$ cat src/rtl/csa_seq_pkg.sv
// =============================================================================
// csa_seq_pkg : shared types and constants for the nibble-serial adder sequencer
// Rev 1.0
// =============================================================================
`default_nettype none

package csa_seq_pkg;

    localparam int NIBBLE_W = 4;

    typedef enum logic [1:0] {
        ST_IDLE = 2'd0,
        ST_RUN  = 2'd1,
        ST_DONE = 2'd2
    } state_e;

    // Nibble counter width; never below one bit so NIBBLES=1 still has a counter.
    function automatic int calc_cnt_w(input int width);
        int nibbles;
        nibbles = width / NIBBLE_W;
        return (nibbles <= 1) ? 1 : $clog2(nibbles);
    endfunction

endpackage

`default_nettype wire

$ cat src/rtl/csa_seq_ctrl_if.sv
// =============================================================================
// csa_seq_ctrl_if : operand/result handshake bundle (CSA_SEQ_SUB_EN adds sub)
// Rev 1.0
// =============================================================================
`default_nettype none

interface csa_seq_ctrl_if #(
    parameter int WIDTH = 16
);
    logic             in_valid;
    logic             in_ready;
    logic [WIDTH-1:0] a;
    logic [WIDTH-1:0] b;
    logic             cin;
`ifdef CSA_SEQ_SUB_EN
    logic             sub;
`endif
    logic             out_valid;
    logic             out_ready;
    logic [WIDTH-1:0] sum;
    logic             cout;
    logic             busy;

    modport master (
        output in_valid, a, b, cin, out_ready,
`ifdef CSA_SEQ_SUB_EN
        output sub,
`endif
        input  in_ready, out_valid, sum, cout, busy
    );

    modport slave (
        input  in_valid, a, b, cin, out_ready,
`ifdef CSA_SEQ_SUB_EN
        input  sub,
`endif
        output in_ready, out_valid, sum, cout, busy
    );

endinterface

`default_nettype wire

$ cat src/rtl/csa_seq_ctrl_csa4_slice.sv
// =============================================================================
// csa4_slice : combinational 4-bit carry-select adder slice
// Rev 1.0
// =============================================================================
`default_nettype none

module csa4_slice
    import csa_seq_pkg::*;
(
    input  wire logic [NIBBLE_W-1:0] a4,
    input  wire logic [NIBBLE_W-1:0] b4,
    input  wire logic                ci,
    output logic      [NIBBLE_W-1:0] s4,
    output logic                     co
);

    logic [NIBBLE_W-1:0] s0;
    logic [NIBBLE_W-1:0] s1;
    logic [NIBBLE_W:0]   c0;
    logic [NIBBLE_W:0]   c1;

    // Both carry-in hypotheses ripple in parallel; ci only drives the final mux.
    always_comb begin
        s0    = '0;
        s1    = '0;
        c0    = '0;
        c1    = '0;
        c1[0] = 1'b1;
        for (int i = 0; i < NIBBLE_W; i++) begin
            s0[i]   = a4[i] ^ b4[i] ^ c0[i];
            c0[i+1] = (a4[i] & b4[i]) | (c0[i] & (a4[i] ^ b4[i]));
            s1[i]   = a4[i] ^ b4[i] ^ c1[i];
            c1[i+1] = (a4[i] & b4[i]) | (c1[i] & (a4[i] ^ b4[i]));
        end
        s4 = ci ? s1 : s0;
        co = ci ? c1[NIBBLE_W] : c0[NIBBLE_W];
    end

endmodule

`default_nettype wire

$ cat src/rtl/csa_seq_ctrl.sv
// =============================================================================
// csa_seq_ctrl : WIDTH-bit adder reusing one 4-bit slice, LS nibble first
//                (CSA_SEQ_SUB_EN enables a - b via the sub input)
// Rev 1.0
// =============================================================================
`default_nettype none

module csa_seq_ctrl
    import csa_seq_pkg::*;
#(
    parameter int WIDTH = 16
) (
    input  wire logic     clk,
    input  wire logic     rst_n,
    csa_seq_ctrl_if.slave bus
);

    localparam int NIBBLES = WIDTH / NIBBLE_W;
    localparam int CNT_W   = calc_cnt_w(WIDTH);

    localparam logic [CNT_W-1:0] LAST_NIB = CNT_W'(NIBBLES - 1);

    localparam logic [1:0] S_IDLE = ST_IDLE;
    localparam logic [1:0] S_RUN  = ST_RUN;
    localparam logic [1:0] S_DONE = ST_DONE;

    generate
        if ((WIDTH < NIBBLE_W) || ((WIDTH % NIBBLE_W) != 0)) begin : g_bad_width
            $error("csa_seq_ctrl: WIDTH must be a multiple of 4 and >= 4");
        end
    endgenerate

    logic [1:0]          state;
    logic [CNT_W-1:0]    cnt;
    logic                carry_q;
    logic [WIDTH-1:0]    a_q;
    logic [WIDTH-1:0]    b_q;
    logic [WIDTH-1:0]    sum_q;
    logic                cout_q;
`ifdef CSA_SEQ_SUB_EN
    logic                sub_q;
`endif

    logic [NIBBLE_W-1:0] a_nib [NIBBLES];
    logic [NIBBLE_W-1:0] b_nib [NIBBLES];
    logic [NIBBLE_W-1:0] slice_a;
    logic [NIBBLE_W-1:0] slice_b;
    logic [NIBBLE_W-1:0] slice_s;
    logic                slice_co;
    logic                carry_init;

    generate
        for (genvar i = 0; i < NIBBLES; i++) begin : g_nib
            assign a_nib[i] = a_q[i*NIBBLE_W +: NIBBLE_W];
            assign b_nib[i] = b_q[i*NIBBLE_W +: NIBBLE_W];
        end
    endgenerate

    assign slice_a = a_nib[cnt];
`ifdef CSA_SEQ_SUB_EN
    // Subtraction is a + ~b + 1: invert B per nibble and force the initial carry.
    assign slice_b    = sub_q ? ~b_nib[cnt] : b_nib[cnt];
    assign carry_init = bus.sub ? 1'b1 : bus.cin;
`else
    assign slice_b    = b_nib[cnt];
    assign carry_init = bus.cin;
`endif

    csa4_slice u_slice (
        .a4 (slice_a),
        .b4 (slice_b),
        .ci (carry_q),
        .s4 (slice_s),
        .co (slice_co)
    );

    always_ff @(posedge clk) begin
        if (!rst_n) begin
            state   <= S_IDLE;
            cnt     <= '0;
            carry_q <= 1'b0;
            a_q     <= '0;
            b_q     <= '0;
            cout_q  <= 1'b0;
`ifdef CSA_SEQ_SUB_EN
            sub_q   <= 1'b0;
`endif
        end else begin
            case (state)
                S_IDLE: begin
                    if (bus.in_valid) begin
                        a_q     <= bus.a;
                        b_q     <= bus.b;
                        carry_q <= carry_init;
                        cnt     <= '0;
`ifdef CSA_SEQ_SUB_EN
                        sub_q   <= bus.sub;
`endif
                        state   <= S_RUN;
                    end
                end
                S_RUN: begin
                    carry_q <= slice_co;
                    if (cnt == LAST_NIB) begin
                        cout_q <= slice_co;
                        state  <= S_DONE;
                    end else begin
                        cnt <= cnt + 1'b1;
                    end
                end
                S_DONE: begin
                    if (bus.out_ready) begin
                        state <= S_IDLE;
                    end
                end
                default: begin
                    state <= S_IDLE;
                end
            endcase
        end
    end

    // Only the nibble addressed by cnt is written; the rest of the sum holds.
    always_ff @(posedge clk) begin
        if (!rst_n) begin
            sum_q <= '0;
        end else if (state == S_RUN) begin
            for (int i = 0; i < NIBBLES; i++) begin
                if (cnt == CNT_W'(i)) begin
                    sum_q[i*NIBBLE_W +: NIBBLE_W] <= slice_s;
                end
            end
        end
    end

    assign bus.in_ready  = (state == S_IDLE);
    assign bus.out_valid = (state == S_DONE);
    assign bus.busy      = (state != S_IDLE);
    assign bus.sum       = sum_q;
    assign bus.cout      = cout_q;

endmodule

`default_nettype wire

$ cat src/flat_wrapper.sv
// flat-port wrapper written by rule: the top's interface ports become plain ports
module csa_seq_ctrl_flat import csa_seq_pkg::*;
#(
    parameter int WIDTH = 16
)
  (clk, rst_n, bus_in_valid, bus_a, bus_b, bus_cin, bus_out_ready, bus_in_ready, bus_out_valid, bus_sum, bus_cout, bus_busy);
  csa_seq_ctrl_if #(.WIDTH(WIDTH)) bus_i ();
  input  wire logic clk;
  input  wire logic rst_n;
  input wire logic [$bits(bus_i.in_valid)-1:0] bus_in_valid;
  input wire logic [$bits(bus_i.a)-1:0] bus_a;
  input wire logic [$bits(bus_i.b)-1:0] bus_b;
  input wire logic [$bits(bus_i.cin)-1:0] bus_cin;
  input wire logic [$bits(bus_i.out_ready)-1:0] bus_out_ready;
  output wire logic [$bits(bus_i.in_ready)-1:0] bus_in_ready;
  output wire logic [$bits(bus_i.out_valid)-1:0] bus_out_valid;
  output wire logic [$bits(bus_i.sum)-1:0] bus_sum;
  output wire logic [$bits(bus_i.cout)-1:0] bus_cout;
  output wire logic [$bits(bus_i.busy)-1:0] bus_busy;
  assign bus_i.in_valid = bus_in_valid;
  assign bus_i.a = bus_a;
  assign bus_i.b = bus_b;
  assign bus_i.cin = bus_cin;
  assign bus_i.out_ready = bus_out_ready;
  assign bus_in_ready = bus_i.in_ready;
  assign bus_out_valid = bus_i.out_valid;
  assign bus_sum = bus_i.sum;
  assign bus_cout = bus_i.cout;
  assign bus_busy = bus_i.busy;
  csa_seq_ctrl #(.WIDTH(WIDTH)) u_core (.clk(clk), .rst_n(rst_n), .bus(bus_i));
endmodule
$ cat config.mk
export PLATFORM = sky130hd
export DESIGN_NAME = csa_seq_ctrl_flat
export DESIGN_NICKNAME = d
export VERILOG_FILES = /design/src/rtl/csa_seq_pkg.sv /design/src/rtl/csa_seq_ctrl_if.sv /design/src/rtl/csa_seq_ctrl_csa4_slice.sv /design/src/rtl/csa_seq_ctrl.sv /design/src/flat_wrapper.sv
export SDC_FILE = /design/constraint.sdc
export NUM_CORES = 1
export LEC_CHECK = 0
export BUFFER_PORTS_ARGS = -buffer_cell sky130_fd_sc_hd__buf_2
export CORE_MARGIN = 2
export CORE_UTILIZATION = 45
export CTS_CLUSTER_DIAMETER = 200
export DETAILED_ROUTE_END_ITERATION = 10
export MAX_ROUTING_LAYER = met4
export PLACE_DENSITY = 0.68
export SLEW_MARGIN = 5
export SYNTH_ARGS = -nofsm -noshare
export SYNTH_HDL_FRONTEND = slang
export SYNTH_HIERARCHICAL = 1
export SYNTH_SLANG_ARGS = --single-unit
$ cat constraint.sdc
create_clock -name clk -period 3.4 [get_ports clk]
set_input_delay 0.17 -clock clk [delete_from_list [all_inputs] [get_ports clk]]
set_output_delay 0.17 -clock clk [all_outputs]
set_load 0.03 [all_outputs]
### Word-level counts from Yosys, hierarchy flattened

Cells that the tools add are included.

| word-level totals | value |
|---|---|
| word-level logic and storage cells | 79 |
| bits of input ports | 37 |
| output and inout bits | 20 |
| register bits | 54 |

| cells by class | value |
|---|---|
| equal/unequal tests | 9 |
| add/subtract/negate cells | 1 |
| multiplexer cells | 17 |
| bitwise gates (word level) | 29 |
| $lt $le $gt $ge | 1 |
| reductions and logical operators | 12 |

Operator list:

| operator | number |
|---|---|
| 4-bit 2-to-1 mux | 5 |
| 4-bit binary-select mux with 2-bit select | 2 |
| 2-bit AND reduction | 6 |
| 1-bit AND | 10 |
| 2-bit 2-to-1 mux | 5 |
| 1-bit bitwise XOR | 10 |
| 1-bit bitwise OR | 7 |
| 2-bit == test, second input constant | 3 |
| 2-bit != test, second input constant | 3 |
| 2-bit one-hot mux with 3 select lines | 1 |
| 3-bit AND reduction | 2 |
| 2-bit by 1-bit == test with 1-bit output, second input constant | 2 |
| 2-bit zero test | 2 |
| 2-bit one-hot mux with 2 select lines | 1 |
| 2-bit nonzero test | 2 |
| 3-bit greater-or-equal comparator, second input constant | 1 |
| 2-bit NOT with 3-bit output | 1 |
| 2-bit by 1-bit adder with 2-bit output, second input constant | 1 |
| 1-bit 2-to-1 mux | 2 |
| 2-bit by 1-bit != test with 1-bit output, second input constant | 1 |
| 1-bit one-hot mux with 2 select lines | 1 |
| 1-bit NOT | 1 |

### Depth between registers and ports, before layout

Gate-level depths: netlist of the first run.

| logic depth | value |
|---|---|
| depth in word-level cells | 14 |
| mapped depth | 14 |
| mapped depth without buffers | 13 |

### Cells and area by module

Netlist of the first run, hierarchy kept.

Modules (own cells, without submodules):

| module | times used | cells an instance | sequential area each (µm²) | area each (µm²) |
|---|---|---|---|---|
| csa_seq_ctrl | 1 | 241 | 1081.0 | 2382.3 |
| csa4_slice | 1 | 19 | 0.0 | 143.9 |

### Worst setup path before layout of the first run

No wires, ideal clock.

| timing path | value |
|---|---|
| path type | register -> register |
| start point | register u_core.cnt[0] |
| end point | register u_core.sum_q[11], in the netlist u_core/bus.sum[11] |
| cell stages (with the launch flop) | 13 |
| setup slack | 0.525 ns |
| required time | 3.335 ns |
| clock period less this slack | 2.875 ns |
| buffers on the path | 1 |
| library setup time | 0.065 ns |
| arrival | 2.810 ns |
| cell sequence | dfxtp_1 > buf_2 > mux4_2 > ha_1 > o21ai_0 > fa_1 > inv_1 > fa_1 > inv_1 > fa_1 > inv_1 > mux2i_1 > nor2b_1 |

| between the ends | value |
|---|---|
| word-level cells in the longest chain between the ends | 12 |
| elaborated cells between the ends (all ways) | 28 |
| those cells by class | 1 x eq/ne; 7 x mux; 19 x bitwise; 1 x reduce/logical |

Ends and longest elaborated chain:

| what | RTL line | RTL |
|---|---|---|
| start, declared | csa_seq_ctrl.sv:34 | `logic [CNT_W-1:0] cnt;` |
| start signal, assigned | csa_seq_ctrl.sv:108 | `cnt <= cnt + 1'b1;` |
| 2-bit NOT with 3-bit output (not written as such) (*) | csa_seq_ctrl.sv:59 | `assign slice_a = a_nib[cnt];` |
| 4-bit binary-select mux with 2-bit select (*) | csa_seq_ctrl.sv:59 |  |
| 4-bit 2-to-1 mux (not written as such) (*) (2 in series) | csa_seq_ctrl.sv:59 |  |
| via u_core.slice_a[0] | csa_seq_ctrl.sv:46 | `logic [NIBBLE_W-1:0] slice_a;` |
| 1-bit AND / 1-bit bitwise XOR (equally long branches) | csa_seq_ctrl_csa4_slice.sv:31, csa_seq_ctrl_csa4_slice.sv:33 |  |
| 1-bit bitwise OR | csa_seq_ctrl_csa4_slice.sv:33 | `c1[i+1] = (a4[i] & b4[i]) \| (c1[i] & (a4[i] ^ b4[i]));` |
| 1-bit AND | csa_seq_ctrl_csa4_slice.sv:33 |  |
| 1-bit bitwise OR | csa_seq_ctrl_csa4_slice.sv:33 |  |
| 1-bit AND | csa_seq_ctrl_csa4_slice.sv:33 |  |
| 1-bit bitwise OR | csa_seq_ctrl_csa4_slice.sv:33 |  |
| 1-bit bitwise XOR | csa_seq_ctrl_csa4_slice.sv:32 | `s1[i] = a4[i] ^ b4[i] ^ c1[i];` |
| 4-bit 2-to-1 mux (*) | csa_seq_ctrl_csa4_slice.sv:35 | `s4 = ci ? s1 : s0;` |
| via u_core.slice_s[3] | csa_seq_ctrl.sv:48 | `logic [NIBBLE_W-1:0] slice_s;` |
| end signal, assigned by index | csa_seq_ctrl.sv:130 | `sum_q[i*NIBBLE_W +: NIBBLE_W] <= slice_s;` |
| end, declared | csa_seq_ctrl.sv:38 | `logic [WIDTH-1:0] sum_q;` |

The timed path passes the listed nets; every way through them passes the cells marked *. The select of a mux whose other input is x is not followed.
A chain may end at the register's enable or synchronous reset.

### Worst setup path in the final report of the first run

| timing path | value |
|---|---|
| start point | register u_core.cnt[0] |
| end point | register u_core.sum_q[7], in the netlist u_core/bus.sum[7] |

Same word-level chain as after synthesis.

==> impl_metrics.ini, run 1 <==
[synth]
ys_ff_latch = 54
ys_top_cells_by_count = nand2_1, dfxtp_1, a21boi_1
synthFlopType = dfxtp_1
synthArstFlopShare_pct = 0
ys_seq_area_share_pct = 42.8
synth-compound-area-share_pct = 10.9
yosys_warnings = 6
yosys.area.top_type = dfxtp_1
synth_area_mm2 = 0.00253
muxShareOfSynthArea_pct = 14.7
synth_cell_types = 25
avgSynthCellArea_um2 = 9.72
synth-xor-area-share_pct = 0.347
synth_top_family_by_area = simple AND/OR/NAND/NOR gates
yosys.area.top_type_share_pct = 42.8
synth.most_common_cell = nand2_1
synth_enable_flop_cells = 0
synth_fa_ha_area_share_pct = 5.35
synthSimpleGateAreaFrac_pct = 18.7
syn-num-nets = 306
synthCells = 260
synth_area_leaders = dfxtp_1, nand2_1, a21boi_1

[routing]
via_count = 1817
drc_errors = 0
postRouteAntennaNets = 0
dr.pass1.iters = 4
wl_per_cell_um = 12.4
wl_um = 4750
vias_per_cell = 4.76
drt-initial-drc-count = 85

[sta]
setup-violations-final = 0
rsz0062_at_grt = false
skew_ps = 7.99
worst_slack_ps = 448
finalCritPeriodShare_pct = 86.8
fmax_mhz = 339
period_needed_ps = 2950
worst_pin_slew_ps = 766
setup-tns-final_ps = 0
hold_viol = 0
maxSlewViolCount = 0
relSlewSlack_pct = 48.9

[power_and_ir_drop]
swShare_pct = 26.9
p_switching_w = 0.000329
p_leak_nw = 1.32
ir_worst_vdd_v = 0.000205
pwr-share-clk_pct = 28.7
p_seq_share_pct = 56.1
power_density_mw_per_mm2 = 425
pwr-share-comb_pct = 15.2
power.internal_w = 0.000893

[floorplan]
ios = 57
die_area_mm2 = 0.00623
core-area_mm2 = 0.00547
num_rows = 27
die_w_um = 78.9
initial_core_util_pct = 46.2
die_h_um = 78.9

[worst_setup_path]
reg2reg_slack_ps = 450
slowest_delay_ps = 580
crit_path_start_kind = flop
r2r_start = u_core/cnt[0]
crit_family = adder cells
r2r_cells = 11
timing.rr.end = u_core/bus.sum[7]
path_cells = mux4_2, ha_1, o21ai_0, fa_1, inv_1, fa_1, inv_1, fa_1, inv_1, mux2i_1, nor2b_1
path_buf_inv = 3
critPathSlowestCell = mux4_2
arrival_ps = 3190
crit_path_end_kind = flop
crit_type = reg2reg
crit_fanout = 6
critPathRequiredTime_ps = 3640

[cts]
cts-hold-fix-buffers = 0
cts_sinks = 54
clk_pin_slew_worst_paths_ps = 100
cts_tree = done
ctsResizeCount = 0
ctsLongestPathBuffers = 2
cts_setup_buffers = 0
cts_root_buffer = clkbuf_8
cts_max_level = 2
numCtsBuffers = 5
worstSkewPairLatency_ps = 310

[run_status]
outcome = finished clean

[global_routing]
grt_max_degree = 57
antenna_found_initial = 0
grt_overflow = 0
grt_first_pass_wirelength_um = 7960
grt_usage_pct = 16.7
grt_pass1_vias = 1648

[placement]
routabilityCongestion = 0.779
dpl.hpwl_um = 3420
port_buffers = 56
pre_cts_slack_ps = 439

[final_layout]
regArea_mm2 = 0.00108
diodes = 0
multi_input_area_mm2 = 0.00126
drive_above_1_share_pct = 25.2
fillers = 555
syn_to_final_growth_pct = 13.9
final_nets = 355

[flow_run]
max_cap_violations = 0

[min_path]
holdPathEnd = u_core/a_q[8]
min_from = bus_a[8]
holdPathStages = 3
hold_path_class = in2reg
-- power by group through the flow --
stage          sequential [W]  combinational (W)  clock (W)
4_1_cts              0.000686           0.000188   0.000364
2_1_floorplan        0.000700           0.000139          0
5_1_grt              0.000690           0.000209   0.000389
6_report             0.000686           0.000186   0.000350
3_3_place_gp         0.000701           0.000184          0
3_5_place_dp         0.000701           0.000188          0
-- layout make-up --
| class | count | share of cell area, % |
|---|---|---|
| multi-input cells | 174 | 43.8 |
| flip-flops and latches | 54 | 37.6 |
| repair buffers | 59 | 10.5 |
| well taps | 72 | 3.13 |
| clock buffers | 6 | 2.52 |
| inverters | 15 | 1.96 |
| clock inverters | 2 | 0.478 |
-- layout by cell type (no fill, tap or decap) --
master    Yosys  layout
or3b_2        1       1
fa_1          3       3
inv_1        15      15
nand2b_1      2       2
clkbuf_8      0       5
dfxtp_1      54      54
mux4_2        8       8
nand2_1      70      70
or3b_1        1       1
o21ai_0       2       2
ha_1          6       6
clkbuf_1      6       1
nand3b_2      1       1
nor3b_4       1       1
a21boi_0      3       3
clkinv_4      0       1
buf_2         3      56
a21oi_1       1       1
a21boi_1     30      30
clkinv_2      0       1
nor3b_1       1       1
or2_2         1       1
nor2b_1      18      18
buf_4         0       3
xor2_1        1       1
mux2i_1      19      19
o22ai_1       2       2
nand3b_1      3       3
-- flip-flops by register name, summed over array words and instances (netlist names) --
name and flops:
u_core/a_q 16, u_core/cnt 2, u_core/carry_q 1, u_core/bus.cout 1, u_core/state 2, u_core/b_q 16, u_core/bus.sum 16
-- per-stage QoR --
stage	utilization (%)	area [um2]	power, W	hold WS, ps	cells
after floorplan	-	2530	0.000839	305	260
after global placement	51.0	2790	0.000885	412	374
after detailed placement	51.0	2790	0.000888	416	374
after CTS	52.6	2880	0.00124	76.4	382
after global routing	52.6	2880	0.00129	80.0	382
final	52.6	2880	0.00122	87.5	382
-- layer usage --
layer / GRT usage [%] / vias up / part of all wire (%)
met5: - / - / 0
met2: 23.8 / 44 / 43
met1: 23.0 / 823 / 50
met4: 5.69 / 0 / 1.4
li1: - / 944 / -
met3: 4.77 / 6 / 5.9
-- kinds of logic (layout without fill, tap and decap cells) --
logic type	Yosys count	count (layout)
xor gates and xnor gates	1	1
buffers and inverters	32	82
adders and majority gates	9	9
DFF	54	54
AOI/OAI and AO/OA	38	38
muxes	27	27
and+or+nand+nor	99	99
-- worst reg2reg max path, cell delays in order, from the launching register on --
cell	delay, ps
dfxtp_1	540
mux4_2	580
ha_1	210
o21ai_0	180
fa_1	200
inv_1	50
fa_1	350
inv_1	70
fa_1	400
inv_1	130
mux2i_1	90
nor2b_1	110
-- how the worst max path moves through the flow --
stage	from	end	slack, ps	cells after the start
after detailed placement	u_core/cnt[0]	u_core/bus.sum[7]	440	11
final	u_core/cnt[0]	u_core/bus.sum[7]	450	11
after floorplan	u_core/cnt[0]	u_core/bus.sum[11]	520	12
after global placement	u_core/cnt[0]	u_core/bus.sum[7]	530	11
after CTS	u_core/cnt[0]	u_core/bus.sum[7]	400	11
after global routing	u_core/cnt[0]	u_core/bus.sum[11]	160	11
(Power assumes the default switching activity.)
==> inputs of run 2 (changes only) <==
==> constraint.sdc (replaced) <==
create_clock -name clk -period 3.1 [get_ports clk]
set_input_delay 0.155 -clock clk [delete_from_list [all_inputs] [get_ports clk]]
set_output_delay 0.155 -clock clk [all_outputs]
set_load 0.03 [all_outputs]
==> run 2 against run 1 <==
Compared with the run above:
- critical path depth unchanged
- non-clock buffer count increased by 2
- sequential power increased by 9.2%
- sequential share of layout area decreased by 0.15 points
- sequential cell count unchanged
- routed wire length increased by 1.2%
- count of clock-buffer cells in the layout unchanged
- die area unchanged
- hold slack got worse by 14 ps
- first-iteration DRC count decreased by 26%
- setup slack got worse by 160 ps
- utilization increased by 0.21 points
- critical path type unchanged
- largest power group unchanged
==> impl_metrics.ini, run 2 (same netlist as run 1, synthesis figures left out) <==
[run_status]
outcome = finished clean

[cts]
cts_root_buffer = clkbuf_8
worstSkewPairLatency_ps = 310
ctsLongestPathBuffers = 2
cts_setup_buffers = 0
cts-hold-fix-buffers = 0
numCtsBuffers = 5
cts_max_level = 2
cts_tree = done
clk_pin_slew_worst_paths_ps = 90
ctsResizeCount = 0
cts_sinks = 54

[worst_setup_path]
reg2reg_slack_ps = 290
slowest_delay_ps = 540
crit_fanout = 4
crit_path_start_kind = flop
crit_end = u_core/bus.sum[3]
path_cells = mux4_2, ha_1, o21ai_0, fa_1, inv_1, fa_1, inv_1, fa_1, inv_1, mux2i_1, nor2b_1
crit_family = adder cells
timing.rr.end = u_core/bus.sum[3]
critPathRequiredTime_ps = 3340
cp.depth = 11
critPathSlowestCell = mux4_2
r2r_start = u_core/cnt[0]
r2r_cells = 11
arrival_ps = 3060
path_buf_inv = 3
crit_path_end_kind = flop
crit_type = reg2reg
startpoint = u_core/cnt[0]

[floorplan]
die_area_mm2 = 0.00623
ios = 57
num_rows = 27
die_h_um = 78.9
die_w_um = 78.9
core-area_mm2 = 0.00547
initial_core_util_pct = 46.2

[final_layout]
final_nets = 357
mostFrequentLayoutCell = nand2_1
final_cell_mix = nand2_1, buf_2, dfxtp_1
diodes = 0
syn_to_final_growth_pct = 14.4
stdcell_area_mm2 = 0.00289
final_core_util_pct = 52.8
drive_above_1_share_pct = 25.5

[global_routing]
antenna_found_initial = 0
grt_usage_pct = 16.9
grt_first_pass_wirelength_um = 8080
grt_max_degree = 57
grt_pass1_vias = 1751
grt_overflow = 0

[sta]
period_needed_ps = 2810
rsz0062_at_grt = false
setup-tns-final_ps = 0
fmax_mhz = 356
skew_ps = 6.70
hold_viol = 0
relSlewSlack_pct = 47.2
worst_slack_ps = 288
setup-violations-final = 0
finalCritPeriodShare_pct = 90.7
maxSlewViolCount = 0
worst_pin_slew_ps = 792

[routing]
drt-initial-drc-count = 63
drc_errors = 0
vias_per_cell = 4.76
wl_um = 4810
dr.pass1.iters = 4
route.met2.wl_um = 2070
met3WireLength_um = 277
via_count = 1818
wl_met1_um = 2390
postRouteAntennaNets = 0
top_layer_used = met4
wl_per_cell_um = 12.6

[placement]
dpl.hpwl_um = 3470
pre_cts_slack_ps = 291
routabilityCongestion = 0.747
port_buffers = 56
dpl_cell_area_mm2 = 0.00281

[power_and_ir_drop]
design_power_total_w = 0.00135
p_seq_share_pct = 55.6
power_density_mw_per_mm2 = 466
p_switching_w = 0.000351
ir_worst_vdd_v = 0.000208
power.internal_w = 0.000994
swShare_pct = 26.1
pwr-share-comb_pct = 15.5
pwr-share-clk_pct = 28.8
p_leak_nw = 1.33

[flow_run]
max_cap_violations = 0

[min_path]
hold_path_class = in2reg
## run 2: routing by layer
layer  global-route usage, %  vias up
li1                        -      945
met1                    22.8      813
met5                       -        -
met4                    5.69        0
met3                    3.98        7
met2                    25.2       53
## run 2: final cells by class
type | instances | area, um2
fillers | 549 | 2580
multi-input cells | 174 | 1260
flip-flops and latches | 54 | 1080
repair buffers | 61 | 318
well taps | 72 | 90.1
clock buffers | 6 | 82.6
inverters | 15 | 56.3
## run 2: worst min path at each step
stage | start | to | slack [ps] | depth (start not counted)
CTS | bus_a[3] | u_core/a_q[3] | 70 | 3
detailed placement | bus_a[10] | u_core/a_q[10] | 400 | 3
global route | bus_b[15] | u_core/b_q[15] | 70 | 3
finish | bus_a[3] | u_core/a_q[3] | 70 | 3
global placement | bus_a[3] | u_core/a_q[3] | 400 | 3
floorplan | bus_a[0] | u_core/a_q[0] | 290 | 2
## run 2: per-stage QoR
step           cells  hold slack [ps]
5_1_grt          382             69.6
3_3_place_gp     376              395
3_5_place_dp     376              400
6_report         382             73.9
2_1_floorplan    260              290
4_1_cts          382             71.0
## run 2: power by group through the flow
stage | Sequential, W | Clock (W) | Combinational, W
5_1_grt | 0.000754 | 0.000430 | 0.000234
6_report | 0.000749 | 0.000388 | 0.000209
2_1_floorplan | 0.000768 | 0 | 0.000152
3_3_place_gp | 0.000765 | 0 | 0.000208
4_1_cts | 0.000749 | 0.000396 | 0.000212
3_5_place_dp | 0.000765 | 0 | 0.000211
## run 2: worst register-to-register path, delay by kind of cell (launching register included)
kind	cells	cell delay, ps
flip-flops	1	420
AO/OA/AOI/OAI	1	190
buffers and inverters	3	240
AND/OR/NAND/NOR	1	120
adder cells (fa/ha/maj)	4	1160
multiplexers	2	620
==> inputs of run 3 (changes only) <==
--- a/config.mk
+++ b/config.mk
@@ -10,6 +10,7 @@
 export CORE_UTILIZATION = 45
 export CTS_CLUSTER_DIAMETER = 200
 export DETAILED_ROUTE_END_ITERATION = 10
+export GPL_ROUTABILITY_DRIVEN = 0
 export MAX_ROUTING_LAYER = met4
 export PLACE_DENSITY = 0.68
 export SLEW_MARGIN = 5
==> constraint.sdc (replaced) <==
create_clock -name clk -period 2.8 [get_ports clk]
set_input_delay 0.14 -clock clk [delete_from_list [all_inputs] [get_ports clk]]
set_output_delay 0.14 -clock clk [all_outputs]
set_load 0.03 [all_outputs]
==> run 3 against run 2 <==
Compared with the run above:
- clock power increased by 32%
- count of clock-buffer cells in the layout rose by 1
- fmax up 6.8%
- critical path type unchanged
==> impl_metrics.ini, run 3 (same netlist as run 1, synthesis figures left out) <==
[worst_setup_path]
crit_fanout = 4
critPathRequiredTime_ps = 3040
crit_type = reg2reg
crit_family = adder cells
r2r_cells = 11
crit_path_end_kind = flop
arrival_ps = 2880
cp.depth = 11
crit_path_start_kind = flop
slowest_delay_ps = 510
path_buf_inv = 3
crit_top_cell = fa_1
critPathSlowestCell = mux4_2
path_cells = mux4_2, ha_1, o21ai_1, fa_1, inv_1, fa_1, inv_1, fa_1, inv_2, mux2i_1, nor2b_1

[floorplan]
ios = 57
die_w_um = 78.9
num_rows = 27
die_area_mm2 = 0.00623
die_h_um = 78.9
core-area_mm2 = 0.00547
initial_core_util_pct = 46.2

[cts]
cts_tree = done
ctsResizeCount = 1
cts_max_level = 2
numCtsBuffers = 5
clk_pin_slew_worst_paths_ps = 100
cts_setup_buffers = 0
cts_sinks = 54
cts_root_buffer = clkbuf_8
worstSkewPairLatency_ps = 300
ctsLongestPathBuffers = 2
cts-hold-fix-buffers = 0

[placement]
dp.cells = 376
dpl.hpwl_um = 3490
port_buffers = 56

[final_layout]
final_cell_mix = nand2_1, buf_2, dfxtp_1
mostFrequentLayoutCell = nand2_1
diodes = 0
instances_no_fill = 384
syn_to_final_growth_pct = 15.5
drive_above_1_share_pct = 26.0
final_nets = 357
final_core_util_pct = 53.3

[power_and_ir_drop]
pwr-share-clk_pct = 32.5
power.internal_w = 0.00118
swShare_pct = 25.1
ir_worst_vdd_v = 0.000324
p_seq_share_pct = 52.7
power_density_mw_per_mm2 = 539
p_switching_w = 0.000395
p_leak_nw = 1.34
pwr-share-comb_pct = 14.8

[global_routing]
grt_pass1_vias = 1697
antenna_found_initial = 0
grt_overflow = 0
grt_first_pass_wirelength_um = 7960
grt_usage_pct = 16.6
grt_max_degree = 57

[routing]
postRouteAntennaNets = 0
vias_per_cell = 4.73
via_count = 1816
drc_errors = 0
wl_um = 4770
dr.pass1.iters = 4
wl_per_cell_um = 12.4
drt-initial-drc-count = 70

[min_path]
holdPathStages = 3
hold_path_class = in2reg

[sta]
maxSlewViolCount = 0
finalCritPeriodShare_pct = 94.0
period_needed_ps = 2630
rsz0062_at_grt = false
worst_pin_slew_ps = 773
fmax_mhz = 380
setup-violations-final = 0
relSlewSlack_pct = 48.5
skew_ps = 9.45
hold_ws_ps = 62.2
hold_viol = 0

[flow_run]
max_cap_violations = 0

[run_status]
outcome = finished clean
==> run 3: cell count changes in the layout (fill, tap and decap cells not counted) <==
cell / delta
clkbuf_8: -1
o21ai_1: +1
dfxtp_1: -1
clkbuf_1: +2
inv_1: -1
o21ai_0: -1
dfxtp_4: +1
bufinv_16: +1
inv_2: +1
==> run 3: path summary, 6_finish.rpt <==
check,from,end,slack (ps)
setup / recovery,u_core/cnt[0],u_core/bus.sum[11],170
hold / removal,bus_a[3],u_core/a_q[3],60
setup reg to reg,u_core/cnt[0],u_core/bus.sum[11],170
hold reg to reg,u_core/a_q[15],u_core/a_q[15],460
==> run 3: worst register-to-register path: cells and delay by family (launching register included) <==
kind / cells / cell delay [ps]
adder cells (fa/ha/maj): 4 / 1160
multiplexers: 2 / 580
flip-flops: 1 / 380
buffers and inverters: 3 / 220
AO/OA/AOI/OAI: 1 / 140
AND/OR/NAND/NOR: 1 / 120
==> run 3: area by class of cell <==
class / instances / area [um2]
inverter: 15 / 56.3
fill: 555 / 2560
timing repair buffer: 61 / 318
clock inverter: 1 / 30.0
multi-input combinational: 174 / 1260
sequential: 54 / 1080
clock buffer: 7 / 76.3
tap: 72 / 90.1
==> run 3: power by group through the flow <==
| stage | registers (W) | logic [W] | clock network (W) |
|---|---|---|---|
| floorplan | 0.000850 | 0.000169 | 0 |
| global placement | 0.000847 | 0.000231 | 0 |
| detailed placement | 0.000848 | 0.000235 | 0 |
| CTS | 0.000830 | 0.000235 | 0.000530 |
| global route | 0.000835 | 0.000260 | 0.000551 |
| finish | 0.000829 | 0.000233 | 0.000511 |
==> run 3: routing by layer <==
metal / GRT usage, % / wire length [um] / part of all wire (%) / vias up
li1: - / - / - / 952
met1: 22.2 / 2410 / 50 / 818
met2: 25.4 / 2120 / 44 / 42
met3: 3.18 / 202 / 4.2 / 4
met4: 5.69 / 40 / 0.84 / 0
met5: - / 0 / 0 / -
==> run 3: metrics by stage <==
stage	setup WS (ps)	total power, W	setup TNS [ps]	area (um2)
after floorplan	5.13	0.00102	0	2530
after global placement	62.0	0.00108	0	2810
after detailed placement	-2.23	0.00108	-2.23	2810
after CTS	43.3	0.00159	0	2910
after global routing	11.2	0.00165	0	2920
final	167	0.00157	0	2920
